==> src/rtl/prog_loader.sv <==
// prog_loader: checks opcodes from field-level requests, encodes legal ones
// into 32-bit words and writes them from address 0; holds cpu_rst while loading.
//
// Ports:
//   clk, sys_rst        clock, async active-high reset
//   in_valid/in_ready   request handshake
//   in_oper..in_last    instruction fields and end-of-program flag
//   reload              pulse in RUN restarts loading
//   mem_we/addr/wdata   program-memory write port
//   cpu_rst             processor reset, high while loading
//   err_illegal         one-cycle pulse per rejected request
//   load_count          words written since the last load start
module prog_loader #(
    parameter int DEPTH = 16,
    parameter int AW    = 4
) (
    input  logic          clk,
    input  logic          sys_rst,
    input  logic          in_valid,
    output logic          in_ready,
    input  logic [4:0]    in_oper,
    input  logic [4:0]    in_rdst,
    input  logic [4:0]    in_rsrc1,
    input  logic          in_imm_mode,
    input  logic [4:0]    in_rsrc2,
    input  logic [15:0]   in_imm,
    input  logic          in_last,
    input  logic          reload,
    output logic          mem_we,
    output logic [AW-1:0] mem_addr,
    output logic [31:0]   mem_wdata,
    output logic          cpu_rst,
    output logic          err_illegal,
    output logic [AW:0]   load_count
);

    localparam logic [1:0] S_LOAD  = 2'd0;
    localparam logic [1:0] S_WRITE = 2'd1;
    localparam logic [1:0] S_RUN   = 2'd2;

    localparam logic [AW:0] LAST_IDX = (AW+1)'(DEPTH - 1);

    logic [1:0]  state;
    logic        last_q;
    logic        mem_op;
    logic        legal;
    logic [31:0] enc;

    // Memory-access opcodes always carry an address in the immediate field.
    assign mem_op = (in_oper == 5'd13) || (in_oper == 5'd14) ||
                    (in_oper == 5'd15) || (in_oper == 5'd17);
    assign legal  = (in_oper <= 5'd11) || mem_op;

    assign enc = (mem_op || in_imm_mode)
               ? {in_oper, in_rdst, in_rsrc1, 1'b1, in_imm}
               : {in_oper, in_rdst, in_rsrc1, 1'b0, in_rsrc2, 11'd0};

    // Decoded straight from state so sys_rst clears them without an edge.
    assign in_ready = (state == S_LOAD);
    assign mem_we   = (state == S_WRITE);
    assign cpu_rst  = (state != S_RUN);

    always_ff @(posedge clk or posedge sys_rst) begin
        if (sys_rst) begin
            state       <= S_LOAD;
            last_q      <= 1'b0;
            mem_addr    <= '0;
            mem_wdata   <= '0;
            err_illegal <= 1'b0;
            load_count  <= '0;
        end else begin
            err_illegal <= 1'b0;
            case (state)
                S_LOAD: begin
                    if (in_valid) begin
                        if (legal) begin
                            mem_wdata <= enc;
                            last_q    <= in_last;
                            state     <= S_WRITE;
                        end else begin
                            err_illegal <= 1'b1;
                            if (in_last) begin
                                state <= S_RUN;
                            end
                        end
                    end
                end
                S_WRITE: begin
                    mem_addr   <= mem_addr + 1'b1;
                    load_count <= load_count + 1'b1;
                    if (last_q || (load_count == LAST_IDX)) begin
                        state <= S_RUN;
                    end else begin
                        state <= S_LOAD;
                    end
                end
                S_RUN: begin
                    if (reload) begin
                        state      <= S_LOAD;
                        mem_addr   <= '0;
                        load_count <= '0;
                    end
                end
                default: state <= S_LOAD;
            endcase
        end
    end

endmodule

==> config.mk <==
export PLATFORM = sky130hd
export DESIGN_NAME = prog_loader
export DESIGN_NICKNAME = d
export VERILOG_FILES = /design/src/rtl/prog_loader.sv
export SDC_FILE = /design/constraint.sdc
export NUM_CORES = 1
export LEC_CHECK = 0
export CORE_MARGIN = 2
export CORE_UTILIZATION = 47
export CTS_CLUSTER_SIZE = 25
export DETAILED_ROUTE_END_ITERATION = 6
export DONT_BUFFER_PORTS = 1
export HOLD_SLACK_MARGIN = 0.05
export PLACE_DENSITY_LB_ADDON = 0.15
export SETUP_SLACK_MARGIN = 0.05
export SLEW_MARGIN = 0
export SYNTH_ARGS = -nofsm -noshare
export SYNTH_HDL_FRONTEND = slang
export SYNTH_SLANG_ARGS = --single-unit
export TNS_END_PERCENT = 10
==> constraint.sdc <==
create_clock -name clk -period 3.44 [get_ports clk]
set_input_delay 0.172 -clock clk [delete_from_list [all_inputs] [get_ports clk]]
set_output_delay 0.172 -clock clk [all_outputs]
set_load 0.02 [all_outputs]
[Word level (Yosys, flattened, before mapping)]
Cells that the tools add are included.
Cells by class
  add/sub/neg operators: 2
  $lt $le $gt $ge: 1
  mux-type cells: 14
  equality and inequality tests: 11
  reduce and logical (&&, ||, !) cells: 11
Operators with widths (count)
  $eq 5x4->1 const B: 4
  $mux 17: 1
  $mux 2: 5
  $pmux 5 s2: 1
  $pmux 4 s2: 1
  $logic_or 1x1->1: 6
  $ne 2x2->1 const B: 3
  $pmux 2 s3: 1
  $reduce_and 3->1: 2
  $add 5x1->5 const B: 1
  $eq 5x5->1 const B: 1
  $le 5x4->1 const B: 1
  $mux 5: 1
  $add 4x1->4 const B: 1
  $mux 4: 1
  $mux 1: 3
  $ne 3x1->1 const B: 1
  $eq 2x1->1 const B: 1
  $eq 2x2->1 const B: 1
  $logic_not 2->1: 1
  $reduce_and 2->1: 1
  $reduce_bool 2->1: 1
Storage, ports and cells
  logic and storage cells: 45
  bits in registers: 45

[Logic depth before layout (Yosys ltp)]
  depth after elaboration: 8
  mapped depth: 6
  mapped depth without buffers: 5

[Worst setup path after synthesis]
OpenSTA, ideal clock, no wires.
  path type: register to register
  start point: reg load_count[0]
  end point: reg state[1]
  setup slack: 2.036 ns
  path buffers: 0
  arrival time: 1.272 ns
  required time: 3.308 ns
  period minus slack after synthesis: 1.404 ns
  cell stages (with the launch flop): 6
  cell sequence: dfrtp_1 -> ha_1 -> and3_1 -> ha_1 -> o21ai_0 -> o211ai_1
Between the ends
  longest elaborated chain between the ends: 4
RTL lines
  start: declaration: RTL line 34  | output logic [AW:0] load_count
  start signal: assignment: RTL line 90  | load_count <= load_count + 1'b1;
  $eq 5x4->1: RTL line 91  | if (last_q || (load_count == LAST_IDX)) begin
  $logic_or 1x1->1: RTL line 91
  $mux 2: RTL line 91
  $pmux 2 s3: RTL line 73  | case (state)
  end signal: assignment: RTL line 79  | state <= S_WRITE;
  end signal: assignment: RTL line 92  | state <= S_RUN;
  end signal: assignment: RTL line 94  | state <= S_LOAD;
  end: declaration: RTL line 43  | logic [1:0] state;
Every way passes these cells.
A chain may end at the register's enable or synchronous reset.

[Worst setup path after layout]
  start point: reg state[1]
  end point: reg mem_wdata[6]
Between the ends
  longest elaborated chain between the ends: 2
RTL lines
  start signal: assignment: RTL line 65  | state <= S_LOAD;
  start signal: assignment: RTL line 79
  start signal: assignment: RTL line 83  | state <= S_RUN;
  $logic_not 2->1: RTL line 73
  $reduce_and 3->1 (no source line)
  end signal: assignment: RTL line 77  | mem_wdata <= enc;
  end: declaration: RTL line 31  | output logic [31:0] mem_wdata,
Every way passes these cells.

==> run_results.csv <==
group,metric,value,unit
hold_path,worst_hold_path_type,"primary input to register",
cells_and_area,area.sequential,1126,µm²
clock_tree,clock_latency,0.29,ns
cells_and_area,instances_no_fill,272,
floorplan,core_area,3971,µm²
sta,period_share,0.5902,
clock_tree,htree_levels,2,
sta,fin_worst_skew,0.007174,ns
clock_tree,clkTransAtPathRegs,0.08,ns
worst_setup_path,arrival,2.26,ns
sta,period_needed,2.030,ns
drt,avgRoutedWirePerCell,16.88,µm
job,max_cap_viol_count,0,
cells_and_area,antenna_cells,0,
pwr,power_density,715.5,nW/µm²
drt,via_per_inst,5.463,
worst_setup_path,crit_type,"register to register",
logic_synthesis,syn_avg_cell_area,10.30,µm²
sta,timing.final.max_slew_violations,0,
floorplan,die_height,68.03,µm
sta,max_freq,0.4925,GHz
floorplan,start_util,0.4852,
drt,wl,4590,µm
worst_setup_path,worst_setup_path_start_kind,"register",
placement,gp_congestion,0.7061,
floorplan,die_x,68.03,µm
floorplan,dieArea,4628,µm²
logic_synthesis,ys_seq_area_frac,0.5844,
worst_setup_path,critPathMaxFanout,17,
clock_tree,cts_resized,0,
sta,setup_violations,0,
pwr,irDropWorstVdd,0.2841,mV
worst_setup_path,path_cells,"nor3b_1, nand4_2, a21oi_2, a22o_1",
clock_tree,root_buffer,"clkbuf_8",
global_routing,grt_pass1_vias,1552,
placement,dpl_cell_area,1954,µm²
drt,drc,0,
worst_setup_path,crit_buf_inv,0,
cells_and_area,fin_nets,266,
worst_setup_path,crit_family,"compound AO/OA/AOI/OAI gates",
logic_synthesis,synth_cell_types,36,
cells_and_area,fin_util,0.5961,
sta,max_slew_margin,0.4002,
status,status,"complete, no violations",
clock_tree,post_cts_buffers,0,
cells_and_area,fillers,348,
cells_and_area,synthToLayoutAreaGrowth,22.86,%
pwr,p_leak,1.122,nW
worst_setup_path,cpMaxStageDelayCell,"a21oi_2",
cells_and_area,multi_input_area,739.5,µm²
logic_synthesis,syn_area,1927,µm²
cells_and_area,drive_above_1_share,0.08108,
floorplan,num_rows,23,
global_routing,antenna_found_initial,0,
worst_setup_path,reg2reg_slack,1.41,ns
pwr,p_total,1.694,mW
clock_tree,cts_buffers,5,
global_routing,grt_use_total,0.2064,
placement,dpl.cell_count,231,
logic_synthesis,ys_seq_elements,45,
global_routing,grt_pass1_wl,7058,µm
clock_tree,max-clock-path-buffers,2,
sta,hold_viol,0,
cells_and_area,final_cell_area,2367,µm²
worst_setup_path,cp_slowest_stage_delay,0.59,ns
drt,first_iter_violations,106,
clock_tree,cts_tree,"built",
placement,dpl.hpwl,3038,µm
drt,drtPass1Iterations,4,
global_routing,overflow,0,
worst_setup_path,endpoint_kind,"register",
drt,antenna_left,0,
logic_synthesis,yosysWarnings,0,
logic_synthesis,synthesis.nets,232,
global_routing,grt_max_degree,46,
worst_setup_path,critPathRequiredTime,3.67,ns
sta,rsz0062_at_grt,"no",
clock_tree,cts_sinks,45,
sta,tns,0,ns
placement,io_buffers,0,
floorplan,ios,87,
sta,worst_pin_slew,0.8984,ns
logic_synthesis,postSynthCellCount,187,
drt,via_count,1486,
==> sequential cells by signal, indices dropped and copies added (netlist names) <==
register     count
state            2
err_illegal      1
mem_addr         4
load_count       5
mem_wdata       32
last_q           1
==> routing by layer <==
metal | global-route usage | share of wire | wire length, µm
met5 | 0 | 0 | 0
met2 | 0.3701 | 0.51 | 2319
met1 | 0.2263 | 0.40 | 1850
met3 | 0.07730 | 0.081 | 373
met4 | 0.06000 | 0.010 | 47
==> Yosys cell counts <==
cell type	count	area, µm²
o21ai_1	4	20.02
buf_6	1	11.26
o31ai_4	1	21.27
nor4b_2	1	15.01
clkbuf_1	1	3.750
o21ai_2	1	8.760
nand2_1	54	202.7
ha_1	3	37.54
and4b_1	1	10.01
a22o_1	13	113.9
nand4_2	1	12.51
a21oi_2	2	17.52
nand2b_1	2	12.51
or3b_1	1	8.760
nor2_1	8	30.03
nand3_1	1	5.000
inv_1	3	11.26
o21a_1	1	7.510
or2_1	1	6.260
o21ai_0	13	65.06
buf_4	1	7.510
xor2_1	1	8.760
and3_1	1	6.260
nand4bb_1	1	11.26
nand4_1	1	6.260
nor2_2	1	6.260
buf_2	4	20.02
nor3b_1	1	7.510
inv_2	2	7.510
and3b_1	1	8.760
dfrtp_1	45	1126
a21oi_1	5	25.02
a31oi_1	7	43.79
o211ai_1	1	7.510
nor2b_1	1	6.260
a21o_1	1	7.510
==> layout make-up <==
class / instances / area share
Clock inverter: 2 / 0.004228
Tap cell: 50 / 0.02643
Multi-Input combinational cell: 130 / 0.3124
Clock buffer: 6 / 0.03066
Timing Repair Buffer: 34 / 0.1427
Inverter: 5 / 0.007928
Sequential cell: 45 / 0.4757
==> final timing paths <==
| kind | start | end | depth (start not counted) |
|---|---|---|---|
| setup / recovery | state[1]$_DFFE_PP0P_ | mem_wdata[6]$_DFFE_PP0P_ | 4 |
| hold / removal | in_imm[12] | mem_wdata[12]$_DFFE_PP0P_ | 2 |
| setup reg to reg | state[1]$_DFFE_PP0P_ | mem_wdata[6]$_DFFE_PP0P_ | 4 |
| hold reg to reg | last_q$_DFFE_PP0P_ | last_q$_DFFE_PP0P_ | 2 |
| max in group asynchronous | sys_rst | load_count[0]$_DFFE_PP0P_ | 2 |
| min in group asynchronous | sys_rst | mem_wdata[21]$_DFFE_PP0P_ | 2 |
==> power by group <==
part / internal [mW] / leakage [nW] / total [mW] / switching, mW
Clock: 0.141 / 0.0450 / 0.310 / 0.170
Combinational: 0.145 / 0.506 / 0.314 / 0.169
Sequential: 0.703 / 0.571 / 1.07 / 0.366
Total: 0.990 / 1.12 / 1.69 / 0.704
==> timing repair <==
item                                   CTS  global route
endpoints found under the hold margin   76             1
setup endpoints to repair                0             0
hold buffers                            32             1
==> per-stage QoR <==
step | hold WS, ns | worst slack (ns)
after floorplan | 0.2774 | 2.036
after CTS | 0.05020 | 1.439
after global placement | 0.2799 | 1.596
after global routing | 0.07176 | 1.231
after detailed placement | 0.2831 | 1.488
final | 0.06452 | 1.410
==> cell usage in the layout (no fill, tap or decap) <==
| cell | count |
|---|---|
| a21o_1 | 1 |
| a21oi_1 | 5 |
| a21oi_2 | 2 |
| a22o_1 | 13 |
| a31oi_1 | 7 |
| and3_1 | 1 |
| and3b_1 | 1 |
| and4b_1 | 1 |
| buf_4 | 1 |
| clkbuf_1 | 1 |
| clkbuf_8 | 5 |
| clkinv_2 | 2 |
| dfrtp_1 | 45 |
| dlygate4sd3_1 | 33 |
| ha_1 | 3 |
| inv_1 | 2 |
| inv_2 | 3 |
| nand2_1 | 54 |
| nand2b_1 | 2 |
| nand3_1 | 1 |
| nand4_1 | 1 |
| nand4_2 | 1 |
| nand4bb_1 | 1 |
| nor2_1 | 8 |
| nor2_2 | 1 |
| nor2b_1 | 1 |
| nor3b_1 | 1 |
| nor4b_2 | 1 |
| o211ai_1 | 1 |
| o21a_1 | 1 |
| o21ai_0 | 13 |
| o21ai_1 | 4 |
| o21ai_2 | 1 |
| o31ai_4 | 1 |
| or2_1 | 1 |
| or3b_1 | 1 |
| xor2_1 | 1 |
==> kinds of logic after synthesis <==
kind of cell / count (synthesis) / synth area share
AO/OA/AOI/OAI: 49 / 0.1753
flip-flops: 45 / 0.5844
buffers and inverters: 12 / 0.03182
adder cells (fa/ha/maj): 3 / 0.01948
AND/OR/NAND/NOR: 77 / 0.1844
XOR/XNOR: 1 / 0.004546
(Power assumes the default switching activity.)
